==> src/rtl/fc_layer_par.sv <==
// fc_layer_par: fully-connected layer, LANES neurons per weight fetch, bias, optional ReLU,
// arithmetic shift and saturation, streamed one neuron per output handshake.
module fc_layer_par #(
  parameter int DATA_WIDTH = 8,
  parameter int ACC_WIDTH = 24,
  parameter int IN_SIZE = 16,
  parameter int OUT_SIZE = 10,
  parameter int LANES = 2,
  parameter int OUT_SHIFT = 0,
  localparam int NG = (OUT_SIZE + LANES - 1) / LANES,
  localparam int WAW = NG * IN_SIZE > 1 ? $clog2(NG * IN_SIZE) : 1,
  localparam int BAW = NG > 1 ? $clog2(NG) : 1,
  localparam int IW = OUT_SIZE > 1 ? $clog2(OUT_SIZE) : 1
) (
  input  logic                          clk,
  input  logic                          reset,
  input  logic                          start,
  input  logic                          relu_en,
  output logic                          busy,
  input  logic                          in_valid,
  output logic                          in_ready,
  input  logic [DATA_WIDTH-1:0]         in_data,
  output logic [WAW-1:0]                weight_addr,
  output logic                          weight_en,
  input  logic [LANES*DATA_WIDTH-1:0]   weight_din,
  output logic [BAW-1:0]                bias_addr,
  output logic                          bias_en,
  input  logic [LANES*ACC_WIDTH-1:0]    bias_din,
  output logic                          out_valid,
  input  logic                          out_ready,
  output logic [DATA_WIDTH-1:0]         out_data,
  output logic [IW-1:0]                 out_idx,
  output logic                          done
);
  localparam int CW = $clog2(IN_SIZE + 1);
  localparam int IXW = IN_SIZE > 1 ? $clog2(IN_SIZE) : 1;
  localparam int LW = LANES > 1 ? $clog2(LANES) : 1;
  typedef enum logic [2:0] {IDLE, LOAD, MAC, BIAS, DRAIN} state_t;
  state_t state, state_nxt;
  logic [CW-1:0] c;
  logic [BAW-1:0] g;
  logic [LW-1:0] lane;
  logic relu;
  logic signed [DATA_WIDTH-1:0] act [IN_SIZE];
  logic signed [ACC_WIDTH-1:0] acc [LANES];
  logic [DATA_WIDTH-1:0] res [LANES];
  logic signed [2*DATA_WIDTH-1:0] prod [LANES];
  logic signed [ACC_WIDTH-1:0] mac_nxt [LANES];
  logic signed [ACC_WIDTH-1:0] sum [LANES];
  logic signed [ACC_WIDTH-1:0] rel [LANES];
  logic signed [ACC_WIDTH-1:0] shf [LANES];
  logic [DATA_WIDTH-1:0] sat_v [LANES];
  logic [ACC_WIDTH-DATA_WIDTH:0] hi [LANES];
  logic in_fire, load_last, mac_last, bias_last, out_fire, lane_last, grp_last;
  assign busy = state != IDLE;
  assign in_ready = state == LOAD;
  assign out_valid = state == DRAIN;
  assign weight_en = state == MAC && int'(c) < IN_SIZE;
  assign weight_addr = WAW'(int'(g) * IN_SIZE + int'(c));
  assign bias_en = state == BIAS && c == '0;
  assign bias_addr = g;
  assign out_data = res[lane];
  assign out_idx = IW'(int'(g) * LANES + int'(lane));
  assign in_fire = in_valid && state == LOAD;
  assign load_last = in_fire && int'(c) == IN_SIZE - 1;
  assign mac_last = state == MAC && int'(c) == IN_SIZE;
  assign bias_last = state == BIAS && c[0];
  assign out_fire = out_valid && out_ready;
  assign lane_last = int'(lane) == LANES - 1 || int'(g) * LANES + int'(lane) + 1 >= OUT_SIZE;
  assign grp_last = int'(g) == NG - 1;
  always_comb begin
    state_nxt = state;
    case (state)
      IDLE:    state_nxt = start ? LOAD : IDLE;
      LOAD:    state_nxt = load_last ? MAC : LOAD;
      MAC:     state_nxt = mac_last ? BIAS : MAC;
      BIAS:    state_nxt = bias_last ? DRAIN : BIAS;
      DRAIN:   state_nxt = out_fire && lane_last ? (grp_last ? IDLE : MAC) : DRAIN;
      default: state_nxt = IDLE;
    endcase
  end
  // weight_din holds the word fetched in the previous MAC cycle, so it pairs with act[c-1]
  always_comb begin
    for (int l = 0; l < LANES; l++) begin
      prod[l] = act[IXW'(c - CW'(1))] * $signed(weight_din[l*DATA_WIDTH +: DATA_WIDTH]);
      mac_nxt[l] = acc[l] + ACC_WIDTH'(prod[l]);
      sum[l] = acc[l] + $signed(bias_din[l*ACC_WIDTH +: ACC_WIDTH]);
      rel[l] = relu && sum[l][ACC_WIDTH-1] ? '0 : sum[l];
      shf[l] = rel[l] >>> OUT_SHIFT;
      hi[l] = shf[l][ACC_WIDTH-1:DATA_WIDTH-1];
      sat_v[l] = (&hi[l] || ~|hi[l]) ? shf[l][DATA_WIDTH-1:0]
                                     : {shf[l][ACC_WIDTH-1], {(DATA_WIDTH-1){~shf[l][ACC_WIDTH-1]}}};
    end
  end
  always_ff @(posedge clk) begin
    if (reset) begin
      state <= IDLE;
      c <= '0;
      g <= '0;
      lane <= '0;
      relu <= 1'b0;
      done <= 1'b0;
      acc <= '{default: '0};
      res <= '{default: '0};
    end else begin
      state <= state_nxt;
      done <= state == DRAIN && state_nxt == IDLE;
      c <= (state_nxt != state || state == IDLE || state == DRAIN) ? '0 : c + CW'(state != LOAD || in_fire);
      if (state == IDLE && start) relu <= relu_en;
      if (state_nxt == MAC && state != MAC) acc <= '{default: '0};
      else if (state == MAC && c != '0) acc <= mac_nxt;
      if (bias_last) res <= sat_v;
      if (bias_last) lane <= '0;
      else if (out_fire) lane <= lane_last ? '0 : lane + LW'(1);
      if (out_fire && lane_last) g <= grp_last ? '0 : g + BAW'(1);
    end
  end
  always_ff @(posedge clk)
    if (in_fire) act[IXW'(c)] <= in_data;
endmodule

==> config.mk <==
export PLATFORM = sky130hd
export DESIGN_NAME = fc_layer_par
export DESIGN_NICKNAME = d
export VERILOG_FILES = /design/src/rtl/fc_layer_par.sv
export SDC_FILE = /design/constraint.sdc
export NUM_CORES = 1
export LEC_CHECK = 0
export CAP_MARGIN = 20
export CORE_MARGIN = 2
export CORE_UTILIZATION = 36
export DETAILED_ROUTE_END_ITERATION = 8
export MAX_ROUTING_LAYER = met4
export PLACE_DENSITY = 0.63
export SETUP_SLACK_MARGIN = 0.02
export SLEW_MARGIN = 15
export SYNTH_ARGS = -nofsm -noshare
export SYNTH_HDL_FRONTEND = slang
export SYNTH_SLANG_ARGS = --single-unit
==> constraint.sdc <==
create_clock -name clk -period 16.3 [get_ports clk]
set_input_delay 2.445 -clock clk [delete_from_list [all_inputs] [get_ports clk]]
set_output_delay 2.445 -clock clk [all_outputs]
set_load 0.02 [all_outputs]
==> qor.yml, run 1 <==
sta:
  post-route-period-util_pct: 51.94
  hold_viol: 0
  fin_skew_ns: 0.01472
  worst_pin_slew_ns: 0.9433
  slew_violations: 0
  max_slew_margin_pct: 37.12
  totalNegativeSetupSlack_ns: 0
  rsz0062_at_grt: "no"
  period_needed_ns: 8.467
  finalSetupViolations: 0
  fmax_mhz: 118.1
  setup_ws_ns: 7.833
setup_path:
  reg2reg_slack_ns: 7.83
  end_kind: "flop"
  critPathArrivalTime_ns: 8.93
  crit_slowest_cell: "mux4_2"
  worstSetupPathType: "flop to flop"
  reg2reg_to: "acc[47]"
  reg2reg_depth: 24
  worstPathRequired_ns: 16.77
  r2r-start: "c[1]"
  crit_chain: "inv_1 > ha_2 > buf_4 > mux4_2 > mux4_2 > and2_1 > fa_1 > fa_1 > inv_1 > fa_1 > inv_1 > fa_1 > ha_1 > ha_1 > and2_1 > or2_2 > nor3_1 > a211oi_1 > and4_1 > o31ai_1 > o21ai_0 > xnor2_1 > or3_1 > a21oi_1"
  startpoint_type: "flop"
  startpoint: "c[1]"
  critPathMaxFanout: 32
  worst_path_largest_cell_delay_ns: 0.70
  crit_top_cell: "fa_1"
  crit_path_end: "acc[47]"
synthesis:
  synth_edf_count: 128
  synth_area_mm2: 0.01882
  yosysSeqAreaShare_pct: 28.73
  synthCells: 1755
  yosys_warnings: 0
  syn_nets: 2209
  avgSynthCellArea_um2: 10.72
  synth_top_area_share_pct: 22.34
  ys.flop_type: "edfxtp_1"
  ys_types: 79
  yosysTopAreaCell: "fa_1"
  ys_ff_latch: 206
  ys_async_sr_fraction_pct: 0
  netlist_top_cells_area: "fa_1, edfxtp_1, ha_1, dfxtp_1, mux4_2"
clocking:
  numCtsBuffers: 23
  clk_pin_slew_ns: 0.06
  h-tree-depth: 1
  cts_setup_buffers: 0
  cts_tree: "yes"
  hold_buffers: 0
  cts.sinks: 206
  cts_resized: 0
  clockBufferDepth: 3
  root_buffer: "clkbuf_16"
  clock_latency_ns: 0.54
run_status:
  status: "finished, final reports clean"
global_routing:
  grt_max_degree: 58
  antenna_found_initial: 3
  grt_pass1_wl_mm: 72.95
  grt_overflow_total: 0
  grt.total_usage_pct: 17.53
  grt_pass1_vias: 13740
place:
  dp_hpwl_mm: 36.09
  place_inst: 2495
  port_buffers: 105
  dp_slack_ns: 7.046
  place_congestion: 0.8516
floorplanning:
  initial_core_util_pct: 36.53
  core-area_mm2: 0.05151
  io_pins: 106
  die_h_um: 232.6
  dieArea_mm2: 0.05411
  row_count: 83
  die_x_um: 232.6
power:
  peakVddDrop_uv: 128.6
  power_density_mw_per_mm2: 138.7
  total_power_mw: 2.962
  p_leak_nw: 8.905
finish:
  fin_util_pct: 41.45
  finalNonFillerCells: 2542
  layout_common_cells: "fa_1, inv_1, ha_1, nand2_1, edfxtp_1"
  area_growth_pct: 13.46
  drive_gt1_share_pct: 6.832
  final_nets: 2296
  fillerInstances: 4961
  final_common_cell: "fa_1"
route:
  vias: 13060
  wl_per_cell_um: 17.54
  avgViaCountPerCell: 5.138
  drtIter0Drc: 618
  drt_wl_total_mm: 44.60
  drc_errors: 0
  detail-route-antenna-nets: 0
  first_pass_iters: 5
flow_run:
  maxCapViolations: 0
min_path:
  min_path_type: "flop to flop"
==> power breakdown <==
| group | leakage [nW] | internal, mW | switching (mW) | total [mW] |
|---|---|---|---|---|
| combinational | 6.75 | 0.868 | 1.02 | 1.89 |
| sequential | 1.78 | 0.554 | 0.00128 | 0.556 |
| clock | 0.371 | 0.293 | 0.223 | 0.515 |
| total | 8.90 | 1.72 | 1.25 | 2.96 |
==> logic make-up after synthesis <==
| logic type | after synthesis | synth area share [%] |
|---|---|---|
| AO/OA/AOI/OAI | 271 | 9.934 |
| XOR/XNOR | 89 | 4.143 |
| adder cells (fa/ha/maj) | 376 | 33.38 |
| buffers and inverters | 258 | 5.419 |
| flip-flops | 206 | 28.73 |
| multiplexers | 52 | 5.486 |
| AND/OR/NAND/NOR | 503 | 12.91 |
==> per-stage QoR <==
stage               hold slack (ns)  cell area, um2
floorplan                    0.4530           18820
global placement             0.4813           20530
detailed placement           0.5054           20550
CTS                          0.5181           21300
global route                 0.5521           21350
finish                       0.5141           21350
==> synthesized netlist by cell type, types with 13 or more instances <==
cell      instances
fa_1            210
inv_1           200
ha_1            166
nand2_1         158
edfxtp_1        128
nor2_1          126
a21oi_1          94
dfxtp_1          78
and2_1           74
xnor2_1          59
mux4_2           40
nor3_1           39
o21ai_0          36
clkbuf_1         35
xor2_1           30
a21o_1           25
nand2b_1         18
nand3_1          18
a211oi_1         17
and3_1           13
==> how the worst min path moves through the flow <==
| stage | from | to | cells past startpoint |
|---|---|---|---|
| after floorplan | acc[26] | acc[26] | 2 |
| after global placement | acc[3] | acc[3] | 2 |
| after detailed placement | res[15] | res[15] | 2 |
| after CTS | acc[3] | acc[3] | 2 |
| after global routing | acc[36] | acc[36] | 2 |
| final | res[15] | res[15] | 2 |
==> layer usage <==
| layer | GRT usage, % | vias up | part of all wire [%] |
|---|---|---|---|
| met1 | 21.63 | 6526 | 42 |
| met5 | - | - | 0 |
| met2 | 30.31 | 234 | 51 |
| li1 | - | 6225 | - |
| met4 | 4.797 | 0 | 3.0 |
| met3 | 2.132 | 75 | 3.9 |
==> sequential cells by signal (all words and copies together), names as in the netlist <==
name / flops
done: 1
relu: 1
c: 5
state: 3
lane: 1
acc: 48
bias_addr: 3
res: 16
act: 128
==> layout make-up <==
| class | count | area [um2] | area share, % |
|---|---|---|---|
| timing repair buffer | 119 | 1174 | 5.497 |
| sequential | 206 | 5405 | 25.32 |
| clock buffer | 26 | 618.1 | 2.895 |
| tap | 680 | 850.8 | 3.985 |
| clock inverter | 16 | 130.1 | 0.6095 |
| multi-input combinational | 1291 | 12410 | 58.13 |
| inverter | 201 | 754.5 | 3.534 |
| antenna | 3 | 7.507 | 0.03516 |
==> worst max-delay path, delay by kind of cell (launching register included) <==
| kind | cells | cell delay (ns) |
|---|---|---|
| muxes | 2 | 1.34 |
| buffers and inverters | 4 | 0.74 |
| xor gates and xnor gates | 1 | 0.16 |
| adders and majority gates | 7 | 3.03 |
| and+or+nand+nor | 6 | 1.76 |
| DFF | 1 | 0.50 |
| AOI/OAI and AO/OA | 4 | 0.82 |
(Power assumes the default switching activity.)
==> run 2: changes to the inputs <==
clock period = 8.7 ns   (was 16.3 ns; I/O delays follow)
==> qor.yml, run 2 (synthesized netlist as in run 1, its figures left out) <==
floorplanning:
  io_pins: 106  # unchanged
  initial_core_util_pct: 36.53  # unchanged
  die_h_um: 232.6  # unchanged
  row_count: 83  # unchanged
  core-area_mm2: 0.05151  # unchanged
  dieArea_mm2: 0.05411  # unchanged
  die_x_um: 232.6  # unchanged
min_path:
  min_path_type: "flop to flop"
  min_path_cells: 2  # unchanged
  hold_path_end: "acc[5]"
  holdCritStartpoint: "acc[5]"
sta:
  max_slew_margin_pct: 28.30  # -8.8 points
  fin_skew_ns: 0.02781  # +0.01309 ns
  hold_viol: 0  # unchanged
  finalSetupViolations: 0  # unchanged
  period_needed_ns: 8.139  # -0.3279 ns
  worst_pin_slew_ns: 1.071  # +0.1282 ns
  rsz0062_at_grt: "no"
  totalNegativeSetupSlack_ns: 0  # unchanged
  hold_ws_ns: 0.4811  # -0.03295 ns
  slew_violations: 0  # unchanged
  fmax_mhz: 122.9  # +4.0%
  post-route-period-util_pct: 93.55  # +42 points
global_routing:
  grt.total_usage_pct: 17.75  # +0.22 points
  grt_overflow_total: 0  # unchanged
  grt_pass1_wl_mm: 73.66  # +0.97%
  grt_max_degree: 58  # unchanged
  grt_pass1_vias: 13850  # +0.80%
  antenna_found_initial: 5  # +2
power:
  total_power_mw: 5.711  # +93%
  peakVddDrop_uv: 191.8  # +49%
  p_leak_nw: 8.959  # +0.61%
  power_density_mw_per_mm2: 266.0  # +92%
setup_path:
  worstPathRequired_ns: 9.18  # -7.59 ns
  reg2reg_depth: 24  # unchanged
  reg2reg_to: "acc[47]"
  worstSetupPathType: "flop to flop"
  end_kind: "flop"
  critPathMaxFanout: 16  # -50%
  reg2reg_slack_ns: 0.56  # -7.27 ns
  critPathArrivalTime_ns: 8.62  # -0.31 ns
  startpoint_type: "flop"
  r2r-start: "c[1]"
clocking:
  clk_pin_slew_ns: 0.06  # about the same
  root_buffer: "clkbuf_16"
  h-tree-depth: 1  # unchanged
  numCtsBuffers: 24  # +4.3%
  cts_setup_buffers: 0  # unchanged
  clockBufferDepth: 3  # unchanged
  cts.sinks: 206  # unchanged
  clock_latency_ns: 0.55  # about the same
  cts_tree: "yes"
  hold_buffers: 0  # unchanged
  cts_resized: 0  # unchanged
finish:
  largest_reg_flops: 128  # unchanged
  layout_common_cells: "fa_1, inv_1, ha_1, nand2_1, edfxtp_1"
  area_growth_pct: 14.10
  top_register: "act"
  final_nets: 2300  # +0.17%
  fillerInstances: 4929  # -0.65%
  biggestRegsByFlops: "act (128), acc (48), res (16)"
  drive_gt1_share_pct: 7.296  # +0.46 points
  final_common_cell: "fa_1"
flow_run:
  maxCapViolations: 0  # unchanged
route:
  wl_per_cell_um: 17.88  # +1.9%
  first_pass_iters: 5  # unchanged
  vias: 13150  # +0.70%
  detail-route-antenna-nets: 0  # unchanged
  drc_errors: 0  # unchanged
  drt-met1-wl_mm: 19.04  # +0.97%
  top_layer_used: "met4"
  drtIter0Drc: 679  # +9.9%
  met2RoutedLength_mm: 23.19  # +2.3%
  wl_met3_mm: 2.053  # +17%
  drt_wl_total_mm: 45.60  # +2.3%
  avgViaCountPerCell: 5.158  # +0.39%
run_status:
  status: "finished, final reports clean"
place:
  port_buffers: 105  # unchanged
  dp_hpwl_mm: 36.60  # +1.4%
  place_congestion: 0.8798  # +3.3%
## run 2: cell types whose count changed in the layout (fill, tap and decap cells not counted), sizes merged
| cell | change |
|---|---|
| buf | +3 |
| bufinv | +2 |
| clkbuf | +2 |
| clkinv | -2 |
| diode | +3 |
## run 2: per-layer routing
layer / up-vias / track usage [%]
met5: - / -
met4: 0 / 5.016
met3: 60 / 2.194
met2: 274 / 31.06
met1: 6599 / 21.50
li1: 6219 / -
## run 2: how the worst max path moves through the flow
stage                         end  cells after the start  slack [ns]  start
after CTS                 acc[47]                     24        0.55   c[1]
after detailed placement  acc[47]                     24        0.61   c[1]
after global routing      acc[47]                     24        0.02   c[1]
after floorplan           acc[47]                     28        0.14   c[0]
after global placement    acc[47]                     24        0.80   c[1]
final                     acc[47]                     24        0.56   c[1]
## run 2: final cells by class
cell class | instances | area [um2] | area share (%)
Multi-Input combinational cell | 1291 | 12410 | 57.80
Sequential cell | 206 | 5405 | 25.18
Timing Repair Buffer | 122 | 1179 | 5.490
Tap cell | 680 | 850.8 | 3.963
Inverter | 201 | 754.5 | 3.514
Clock buffer | 28 | 645.6 | 3.007
Clock inverter | 16 | 211.5 | 0.9849
Antenna cell | 6 | 15.01 | 0.06993
## run 2: critical path, stage by stage (launching register included)
cell,delay (ns)
dfxtp_1,0.46
inv_1,0.10
ha_2,0.48
buf_4,0.35
mux4_2,0.34
mux4_2,0.71
and2_1,0.55
fa_1,0.60
fa_1,0.53
inv_1,0.06
fa_1,0.53
inv_1,0.05
fa_1,0.44
ha_1,0.29
ha_1,0.33
and2_1,0.19
or2_2,0.28
nor3_1,0.14
a211oi_1,0.13
and4_1,0.26
o31ai_1,0.39
o21ai_0,0.19
xnor2_1,0.17
or3_1,0.32
a21oi_1,0.14
## run 2: power by group
group	switching [mW]	internal (mW)
clock network	0.443	0.634
logic	1.95	1.65
registers	0.00233	1.04
total	2.39	3.32
## run 2: through the flow
stage / area [um2] / worst slack [ns] / utilization [%] / instances
floorplan: 18820 / 0.1419 / - / 1755
global placement: 20600 / 0.7977 / 39.99 / 2500
finish: 21470 / 0.5611 / 41.68 / 2550
global route: 21470 / 0.02151 / 41.68 / 2549
detailed placement: 20600 / 0.6078 / 39.99 / 2500
CTS: 21450 / 0.5487 / 41.65 / 2544
==> run 3: changes to the inputs <==
MAX_ROUTING_LAYER = unset   (was met4)
==> qor.yml, run 3 (synthesized netlist as in run 1, its figures left out) <==
sta:
  rsz0062_at_grt: "no"
  totalNegativeSetupSlack_ns: 0  # unchanged
  fin_skew_ns: 0.02821  # +0.0003961 ns
  slew_violations: 0  # unchanged
  max_slew_margin_pct: 25.56  # -2.7 points
  worst_pin_slew_ns: 1.113  # +0.04105 ns
  post-route-period-util_pct: 93.37  # -0.18 points
  finalSetupViolations: 0  # unchanged
  hold_viol: 0  # unchanged
  fmax_mhz: 123.1  # +0.19%
  period_needed_ns: 8.123  # -0.01580 ns
clocking:
  cts_setup_buffers: 0  # unchanged
  root_buffer: "clkbuf_16"
  numCtsBuffers: 24  # unchanged
  clk_pin_slew_ns: 0.06  # about the same
  cts_resized: 0  # unchanged
  hold_buffers: 0  # unchanged
  clockBufferDepth: 3  # unchanged
  cts_tree: "yes"
  clock_latency_ns: 0.55  # about the same
  cts.sinks: 206  # unchanged
  h-tree-depth: 1  # unchanged
power:
  p_leak_nw: 8.959  # about the same
  power_density_mw_per_mm2: 266.0  # about the same
  total_power_mw: 5.707  # about the same
  peakVddDrop_uv: 191.8  # about the same
setup_path:
  worstSetupPathType: "flop to flop"
  worst_path_largest_cell_delay_ns: 0.71  # about the same
  worstPathRequired_ns: 9.18  # about the same
  critPathArrivalTime_ns: 8.60  # -0.02 ns
  crit_family: "adder cells"
  r2r-start: "c[1]"
  crit_chain: "inv_1 > ha_2 > buf_4 > mux4_2 > mux4_2 > and2_1 > fa_1 > fa_1 > inv_1 > fa_1 > inv_1 > fa_1 > ha_1 > ha_1 > and2_1 > or2_2 > nor3_1 > a211oi_1 > and4_1 > o31ai_1 > o21ai_0 > xnor2_1 > or3_1 > a21oi_1"
  startpoint: "c[1]"
  crit_slowest_cell: "mux4_2"
  startpoint_type: "flop"
  critPathMaxFanout: 16  # unchanged
  cp_num_buf_inv: 4  # unchanged
  crit_top_cell: "fa_1"
  end_kind: "flop"
floorplanning:
  core-area_mm2: 0.05151  # unchanged
  die_h_um: 232.6  # unchanged
  die_x_um: 232.6  # unchanged
  initial_core_util_pct: 36.53  # unchanged
  dieArea_mm2: 0.05411  # unchanged
  row_count: 83  # unchanged
  io_pins: 106  # unchanged
finish:
  final_common_cell: "fa_1"
  final_nets: 2300  # unchanged
  top_register: "act"
  biggestRegsByFlops: "act (128), acc (48), res (16)"
  fillerInstances: 4929  # unchanged
  stdcell_area_mm2: 0.02146  # about the same
  drive_gt1_share_pct: 7.296  # unchanged
  largest_reg_flops: 128  # unchanged
  layout_common_cells: "fa_1, inv_1, ha_1, nand2_1, edfxtp_1"
  area_growth_pct: 14.04  # about the same
  fin_util_pct: 41.66  # about the same
global_routing:
  met3_usage_pct: 2.218  # +0.025 points
  antenna_found_initial: 5  # unchanged
  met2_usage_pct: 31.06  # unchanged
  use_met1_pct: 21.47  # -0.031 points
  grt_pass1_vias: 13870  # +0.12%
  grt_max_degree: 58  # unchanged
  grt.total_usage_pct: 17.23  # -0.52 points
  grt_overflow_total: 0  # unchanged
  grt-busiest-layer: "met2"
  grt_pass1_wl_mm: 73.66  # unchanged
route:
  drtIter0Drc: 708  # +4.3%
  detail-route-antenna-nets: 0  # unchanged
  avgViaCountPerCell: 5.171  # +0.26%
  drc_errors: 0  # unchanged
  wl_per_cell_um: 17.91  # +0.13%
  drt_wl_total_mm: 45.59  # about the same
  vias: 13170  # +0.099%
  first_pass_iters: 5  # unchanged
min_path:
  holdCritStartpoint: "acc[5]"
  min_path_type: "flop to flop"
place:
  place_congestion: 0.8657  # -1.6%
  place_area_mm2: 0.02060  # unchanged
  port_buffers: 105  # unchanged
  dp_hpwl_mm: 36.60  # unchanged
flow_run:
  maxCapViolations: 0  # unchanged
run_status:
  status: "finished, final reports clean"
## run 3: tightest hold or removal path, stage by stage, from the launching register on
cell     delay, ns
dfxtp_1       0.32
nand2_1       0.06
a21oi_1       0.05
## run 3: final timing paths
kind / end / slack, ns / cells after the start
max reg2reg: acc[47] / 0.58 / 24
min: acc[5] / 0.48 / 2
max: acc[47] / 0.58 / 24
min reg2reg: acc[5] / 0.48 / 2
## run 3: layout make-up
cell class | count | area (um2) | area share [%]
sequential | 206 | 5405 | 25.19
tap | 680 | 850.8 | 3.965
antenna | 2 | 5.005 | 0.02332
multi-input combinational | 1291 | 12410 | 57.82
clock buffer | 28 | 645.6 | 3.009
clock inverter | 16 | 211.5 | 0.9854
timing repair buffer | 122 | 1179 | 5.492
inverter | 201 | 754.5 | 3.516
## run 3: power breakdown
part           internal (mW)  total (mW)  switching (mW)
logic                   1.65        3.59            1.94
registers               1.04        1.04         0.00229
clock network          0.634        1.08           0.444
## run 3: through the flow
stage               setup slack [ns]  hold WS (ns)  std cells
global placement              0.7977        0.4719       2500
global route                 0.02183        0.5134       2545
CTS                           0.5487        0.4840       2544
finish                        0.5769        0.4804       2546
floorplan                     0.1419        0.4530       1755
detailed placement            0.6078        0.4755       2500
## run 3: layer usage
layer	vias to the layer above	routed length [um]	share of wire [%]
li1	6218	-	-
met1	6602	19120	42
met2	268	23210	51
met3	69	1860	4.1
met4	8	1346	3.0
met5	-	54	0.12
